**src/rtl/if_fetch_ctrl_pkg.sv**
```systemverilog
// Shared types and constants for the IF-stage fetch sequencer.
package if_fetch_ctrl_pkg;

  localparam int unsigned ADDR_W = 32;
  localparam int unsigned DATA_W = 32;

  localparam logic [ADDR_W-1:0] PC_INC       = 32'd4;
  localparam logic [ADDR_W-1:0] RESET_PC_DEF = 32'h0000_0000;

  typedef enum logic [1:0] {
    ST_IDLE  = 2'd0,
    ST_FETCH = 2'd1,
    ST_HOLD  = 2'd2
  } fetch_state_e;

  // Instruction word tagged with the address it was fetched from.
  typedef struct packed {
    logic [ADDR_W-1:0] pc;
    logic [DATA_W-1:0] inst;
  } fetch_pkt_t;

  // Sequential successor; wraps modulo 2^32.
  function automatic logic [ADDR_W-1:0] next_seq_pc(input logic [ADDR_W-1:0] pc);
    return pc + PC_INC;
  endfunction

endpackage

```
**src/rtl/if_fetch_ctrl.sv**
```systemverilog
// IF-stage fetch sequencer: owns the PC, issues req/ack reads, presents instructions to decode.
// Optional fetch timeout flag enabled by defining FETCH_TIMEOUT_EN.
module if_fetch_ctrl
  import if_fetch_ctrl_pkg::*;
#(
  parameter logic [ADDR_W-1:0] RESET_PC       = RESET_PC_DEF,
  parameter int unsigned       TIMEOUT_CYCLES = 16
) (
  input  logic              clk,
  input  logic              rst,
  input  logic              stall_i,
  input  logic              branch_flag_i,
  input  logic [ADDR_W-1:0] branch_target_addr_i,
  input  logic              flush_i,
  input  logic [ADDR_W-1:0] new_pc_i,
  output logic              imem_req_o,
  output logic [ADDR_W-1:0] imem_addr_o,
  input  logic              imem_ack_i,
  input  logic [DATA_W-1:0] imem_rdata_i,
  output logic              if_valid_o,
  output logic [ADDR_W-1:0] if_pc_o,
  output logic [DATA_W-1:0] if_inst_o,
  output logic              fetch_err_o
);

  fetch_state_e      state;
  logic [ADDR_W-1:0] pc;
  logic [ADDR_W-1:0] pend_tgt;
  logic              pend;
  logic              valid;
  fetch_pkt_t        out_q;
  fetch_pkt_t        hold_q;

  logic              redir;
  logic [ADDR_W-1:0] redir_tgt;
  logic              take;

  // Flush outranks branch; take means decode consumes the output register this edge.
  assign redir     = flush_i | branch_flag_i;
  assign redir_tgt = flush_i ? new_pc_i : branch_target_addr_i;
  assign take      = valid & ~stall_i;

  assign imem_req_o  = (state == ST_FETCH);
  assign imem_addr_o = pc;
  assign if_valid_o  = valid;
  assign if_pc_o     = out_q.pc;
  assign if_inst_o   = out_q.inst;

  always_ff @(posedge clk or posedge rst) begin
    if (rst) begin
      state    <= ST_IDLE;
      pc       <= RESET_PC;
      pend     <= 1'b0;
      pend_tgt <= '0;
      valid    <= 1'b0;
      out_q    <= '0;
      hold_q   <= '0;
    end else begin
      case (state)
        ST_IDLE: begin
          state <= ST_FETCH;
          if (redir) pc <= redir_tgt;
        end
        ST_FETCH: begin
          if (imem_ack_i) begin
            if (redir || pend) begin
              // Data belongs to the stale path; restart at the newest target.
              pc    <= redir ? redir_tgt : pend_tgt;
              pend  <= 1'b0;
              valid <= 1'b0;
            end else if (valid && stall_i) begin
              hold_q <= {pc, imem_rdata_i};
              pc     <= next_seq_pc(pc);
              state  <= ST_HOLD;
            end else begin
              out_q <= {pc, imem_rdata_i};
              valid <= 1'b1;
              pc    <= next_seq_pc(pc);
            end
          end else if (redir) begin
            // Request cannot be withdrawn; remember where to go once it completes.
            pend     <= 1'b1;
            pend_tgt <= redir_tgt;
            valid    <= 1'b0;
          end else if (take) begin
            valid <= 1'b0;
          end
        end
        ST_HOLD: begin
          if (redir) begin
            valid <= 1'b0;
            pc    <= redir_tgt;
            state <= ST_FETCH;
          end else if (!stall_i) begin
            out_q <= hold_q;
            state <= ST_FETCH;
          end
        end
        default: state <= ST_IDLE;
      endcase
    end
  end

`ifdef FETCH_TIMEOUT_EN
  localparam int unsigned CNT_W = $clog2(TIMEOUT_CYCLES + 1);

  logic [CNT_W-1:0] to_cnt;
  logic             err;

  // Counts consecutive unacked FETCH cycles; flag is sticky until flush.
  always_ff @(posedge clk or posedge rst) begin
    if (rst) begin
      to_cnt <= '0;
      err    <= 1'b0;
    end else begin
      if (state != ST_FETCH || imem_ack_i) begin
        to_cnt <= '0;
      end else if (to_cnt != CNT_W'(TIMEOUT_CYCLES)) begin
        to_cnt <= to_cnt + CNT_W'(1);
      end
      if (flush_i) begin
        err <= 1'b0;
      end else if (state == ST_FETCH && !imem_ack_i && to_cnt == CNT_W'(TIMEOUT_CYCLES - 1)) begin
        err <= 1'b1;
      end
    end
  end

  assign fetch_err_o = err;
`else
  logic unused_timeout_cfg;
  assign unused_timeout_cfg = ^32'(TIMEOUT_CYCLES);
  assign fetch_err_o        = 1'b0;
`endif

endmodule

```
**config.mk**
```make
export PLATFORM = sky130hd
export DESIGN_NAME = if_fetch_ctrl
export DESIGN_NICKNAME = d
export VERILOG_FILES = /design/src/rtl/if_fetch_ctrl_pkg.sv /design/src/rtl/if_fetch_ctrl.sv
export SDC_FILE = /design/constraint.sdc
export NUM_CORES = 1
export LEC_CHECK = 0
export ABC_AREA = 1
export CAP_MARGIN = 30
export CORE_ASPECT_RATIO = 1.5
export CORE_UTILIZATION = 30
export CTS_BUF_LIST = sky130_fd_sc_hd__clkbuf_4 sky130_fd_sc_hd__clkbuf_8 sky130_fd_sc_hd__clkbuf_16
export DETAILED_ROUTE_END_ITERATION = 6
export PLACE_DENSITY = 0.6
export SKIP_CTS_REPAIR_TIMING = 1
export SLEW_MARGIN = 30
export SYNTH_ARGS = -nofsm -noshare
export SYNTH_HDL_FRONTEND = slang
export SYNTH_SLANG_ARGS = --single-unit
```
**constraint.sdc**
```tcl
create_clock -name clk -period 8 [get_ports clk]
set_clock_uncertainty 0.2 [all_clocks]
set_input_delay 0.8 -clock clk [delete_from_list [all_inputs] [get_ports clk]]
set_output_delay 0.8 -clock clk [all_outputs]
set_load 0.05 [all_outputs]
```
==> impl_metrics.prom <==
# TYPE chip_impl_metric gauge
chip_impl_info{name="run_status",value="completed"} 1
chip_impl_metric{name="floorplan.rows",unit=""} 81
chip_impl_metric{name="postSynthAreaPerCell",unit="sq um"} 7.35
chip_impl_metric{name="postRouteWirelength",unit="mm"} 29.0
chip_impl_metric{name="seq_area_frac_synth",unit=""} 0.492
chip_impl_metric{name="die_h",unit="um"} 225
chip_impl_metric{name="die_wd",unit="um"} 151
chip_impl_metric{name="first_iter_violations",unit=""} 588
chip_impl_metric{name="post-route-drc-count",unit=""} 0
chip_impl_metric{name="globalRouteTotalUtil",unit=""} 0.178
chip_impl_info{name="mostFrequentLayoutCells",value="nand2_1 (399), o21ai_0 (213), clkdlybuf4s50_1 (199)"} 1
chip_impl_metric{name="powerDensity",unit="nW/um^2"} 443
chip_impl_metric{name="detail_route.wl_per_cell",unit="um"} 15.0
chip_impl_metric{name="vias",unit=""} 9131
chip_impl_metric{name="synthesis.nets",unit=""} 1463
chip_impl_metric{name="dpl_cell_area",unit="sq um"} 12200
chip_impl_info{name="layout_commonest_cell",value="nand2_1"} 1
chip_impl_metric{name="leakagePower",unit="uW"} 0.00592
chip_impl_metric{name="postRouteAntennaNets",unit=""} 0
chip_impl_metric{name="synth_seq_cells",unit=""} 196
chip_impl_metric{name="postSynthCellCount",unit=""} 1356
chip_impl_metric{name="synth.cell_area",unit="sq um"} 9960
chip_impl_metric{name="maxSlewViolCount",unit=""} 0
chip_impl_info{name="holdCritPathClass",value="flop to flop"} 1
chip_impl_metric{name="drv.max_cap_violation_count",unit=""} 0
chip_impl_metric{name="ys_warn_count",unit=""} 0
chip_impl_metric{name="clk-insertion-delay-late",unit="ns"} 0.46
chip_impl_metric{name="final_min_period_over_clock_period",unit=""} 0.536
chip_impl_metric{name="drive_above_1_share",unit=""} 0.0440
chip_impl_metric{name="place.port_buffers",unit=""} 199
chip_impl_metric{name="post-dp-hpwl",unit="mm"} 20.6
chip_impl_metric{name="grt_antenna_before_repair",unit=""} 0
chip_impl_info{name="worst-setup-path-type",value="input port to flop"} 1
chip_impl_info{name="startpoint_type",value="input port"} 1
chip_impl_metric{name="htree_num_levels",unit=""} 4
chip_impl_metric{name="clock_sink_count",unit=""} 196
chip_impl_metric{name="vdd_ir_drop_max",unit="uV"} 188
chip_impl_info{name="ctsRootBufferMaster",value="clkbuf_16"} 1
chip_impl_info{name="worst_setup_path_end_kind",value="flop"} 1
chip_impl_metric{name="grt_pass1_wl",unit="mm"} 46.3
chip_impl_metric{name="clock.fmax",unit="GHz"} 0.233
chip_impl_metric{name="die-area",unit="sq um"} 34000
chip_impl_metric{name="first_global_vias",unit=""} 8761
chip_impl_metric{name="worst-endpoint-arrival",unit="ns"} 4.46
chip_impl_metric{name="cts.path.max_buffers",unit=""} 2
chip_impl_metric{name="final_period_minus_worst_setup_slack",unit="ns"} 4.29
chip_impl_info{name="cts_tree",value="done"} 1
chip_impl_metric{name="detail_route.first_pass.iterations",unit=""} 6
chip_impl_metric{name="setup_viol_count_final",unit=""} 0
chip_impl_metric{name="fin_nets",unit=""} 1618
chip_impl_metric{name="gp_congestion",unit=""} 0.890
chip_impl_metric{name="fin_tns_setup",unit="ns"} 0
chip_impl_metric{name="initial_core_util",unit=""} 0.305
chip_impl_metric{name="clk_transition_reported_paths",unit="ns"} 0.07
chip_impl_metric{name="routed_via_density",unit=""} 4.71
chip_impl_metric{name="critPathRequiredTime",unit="ns"} 8.17
chip_impl_metric{name="antenna_cells",unit=""} 0
chip_impl_info{name="unrepaired_setup_endpoints_after_global_routing",value="false"} 1
chip_impl_metric{name="synthesis_to_layout_area_growth",unit="%"} 29.4
chip_impl_metric{name="grt.overflow.total",unit=""} 0
chip_impl_metric{name="final_hold_viol_count",unit=""} 0
chip_impl_metric{name="final_area",unit="sq um"} 12900
chip_impl_metric{name="slew_headroom",unit=""} 0.407
chip_impl_metric{name="critical_path_peak_fanout",unit=""} 92
chip_impl_metric{name="pin_count",unit=""} 201
chip_impl_metric{name="cts_inserted_buffers",unit=""} 17
chip_impl_metric{name="post_synth_num_cell_types",unit=""} 29
chip_impl_metric{name="core_area",unit="sq um"} 32600
chip_impl_metric{name="worst_pin_slew",unit="ns"} 0.889
chip_impl_metric{name="grt_start_max_net_pins",unit=""} 131
[stage by stage]
step	setup WS, ns	util	instances	hold slack (ns)	total power (uW)
final	3.71	0.395	1939	0.281	5710
after detailed placement	3.20	0.375	1906	0.266	4830
after floorplan	1.66	-	1356	0.248	3840
after global placement	3.33	0.375	1906	0.261	4780
after CTS	3.69	0.394	1938	0.285	5770
after global routing	3.31	0.395	1939	0.298	6140
[flip-flops by register name, indices dropped and copies added, names as in the netlist]
register     count
hold_q          64
if_inst_o       32
if_pc_o         32
if_valid_o       1
imem_addr_o     32
pend             1
pend_tgt        32
state            2
[worst max-delay path: stages]
cell and delay (ns):
clkdlybuf4s50_1 0.39, buf_4 0.26, nor2_4 0.62, inv_2 0.43
nor2_1 0.23, nand2_1 0.08, a22oi_2 0.18, buf_4 0.36
buf_4 0.76, nor2_1 0.11, a21oi_1 0.17
[final cells by class]
cell class              count  area [sq um]
clock inverters            10           149
multi-input cells         981          4340
inverters                 105           403
well taps                 415           519
repair buffers            210          2110
flip-flops and latches    196          4900
fillers                  3362         19700
clock buffers              22           475
[layer usage]
metal	share of wire	GRT usage	vias up
met4	0.037	0.0806	0
met5	0	0	-
li1	-	-	4687
met2	0.51	0.308	259
met3	0.045	0.0302	55
met1	0.41	0.214	4130
[synthesized netlist by cell type]
cell type / instances / share of area
nand2_1: 399 / 0.15
o21ai_0: 213 / 0.11
dfrtp_1: 196 / 0.49
nor2_1: 160 / 0.060
inv_1: 101 / 0.038
a21oi_1: 100 / 0.050
clkbuf_1: 47 / 0.018
nand3_1: 45 / 0.023
buf_2: 19 / 0.0095
nor3_1: 16 / 0.0080
or2_2: 11 / 0.0069
buf_4: 8 / 0.0060
o22ai_1: 6 / 0.0038
and2_1: 5 / 0.0031
ha_1: 5 / 0.0063
a31oi_1: 3 / 0.0019
inv_2: 3 / 0.0011
o211ai_1: 3 / 0.0023
xor2_1: 3 / 0.0026
nand4_1: 2 / 0.0013
nor2_2: 2 / 0.0013
nor2_4: 2 / 0.0023
a22oi_1: 1 / 0.00075
a22oi_2: 1 / 0.0013
a2bb2oi_1: 1 / 0.00088
clkinv_1: 1 / 0.00038
conb_1: 1 / 0.00038
nand2_2: 1 / 0.00063
nand3b_1: 1 / 0.00075
[power by group]
group / internal, uW / switching, uW / leakage [uW]
Clock: 522 / 395 / 0.000301
Sequential: 1460 / 354 / 0.00240
Combinational: 952 / 2030 / 0.00321
[cell families after synthesis]
family,count (synthesis),share of synthesized area
other,1,0.000376
AOI/OAI and AO/OA,328,0.168
DFF,196,0.492
xor gates and xnor gates,3,0.00264
buffers and inverters,179,0.0728
adders and majority gates,5,0.00628
and+or+nand+nor,644,0.257
[final timing paths]
kind,cells after the start,from,end,slack [ns]
worst max-delay path,11,flush_i,if_inst_o[3]$_DFFE_PP0P_,3.71
worst min-delay path,2,pend_tgt[29]$_DFFE_PP0P_,pend_tgt[29]$_DFFE_PP0P_,0.28
worst max register to register,10,state[0]$_DFFE_PP0P_,if_inst_o[3]$_DFFE_PP0P_,4.44
worst min register to register,2,pend_tgt[29]$_DFFE_PP0P_,pend_tgt[29]$_DFFE_PP0P_,0.28
max in group asynchronous,4,rst,imem_addr_o[28]$_DFFE_PP0P_,5.62
min in group asynchronous,2,rst,hold_q[31]$_DFFE_PP0P_,0.53
No activity file was read; power rests on OpenSTA's default activity.
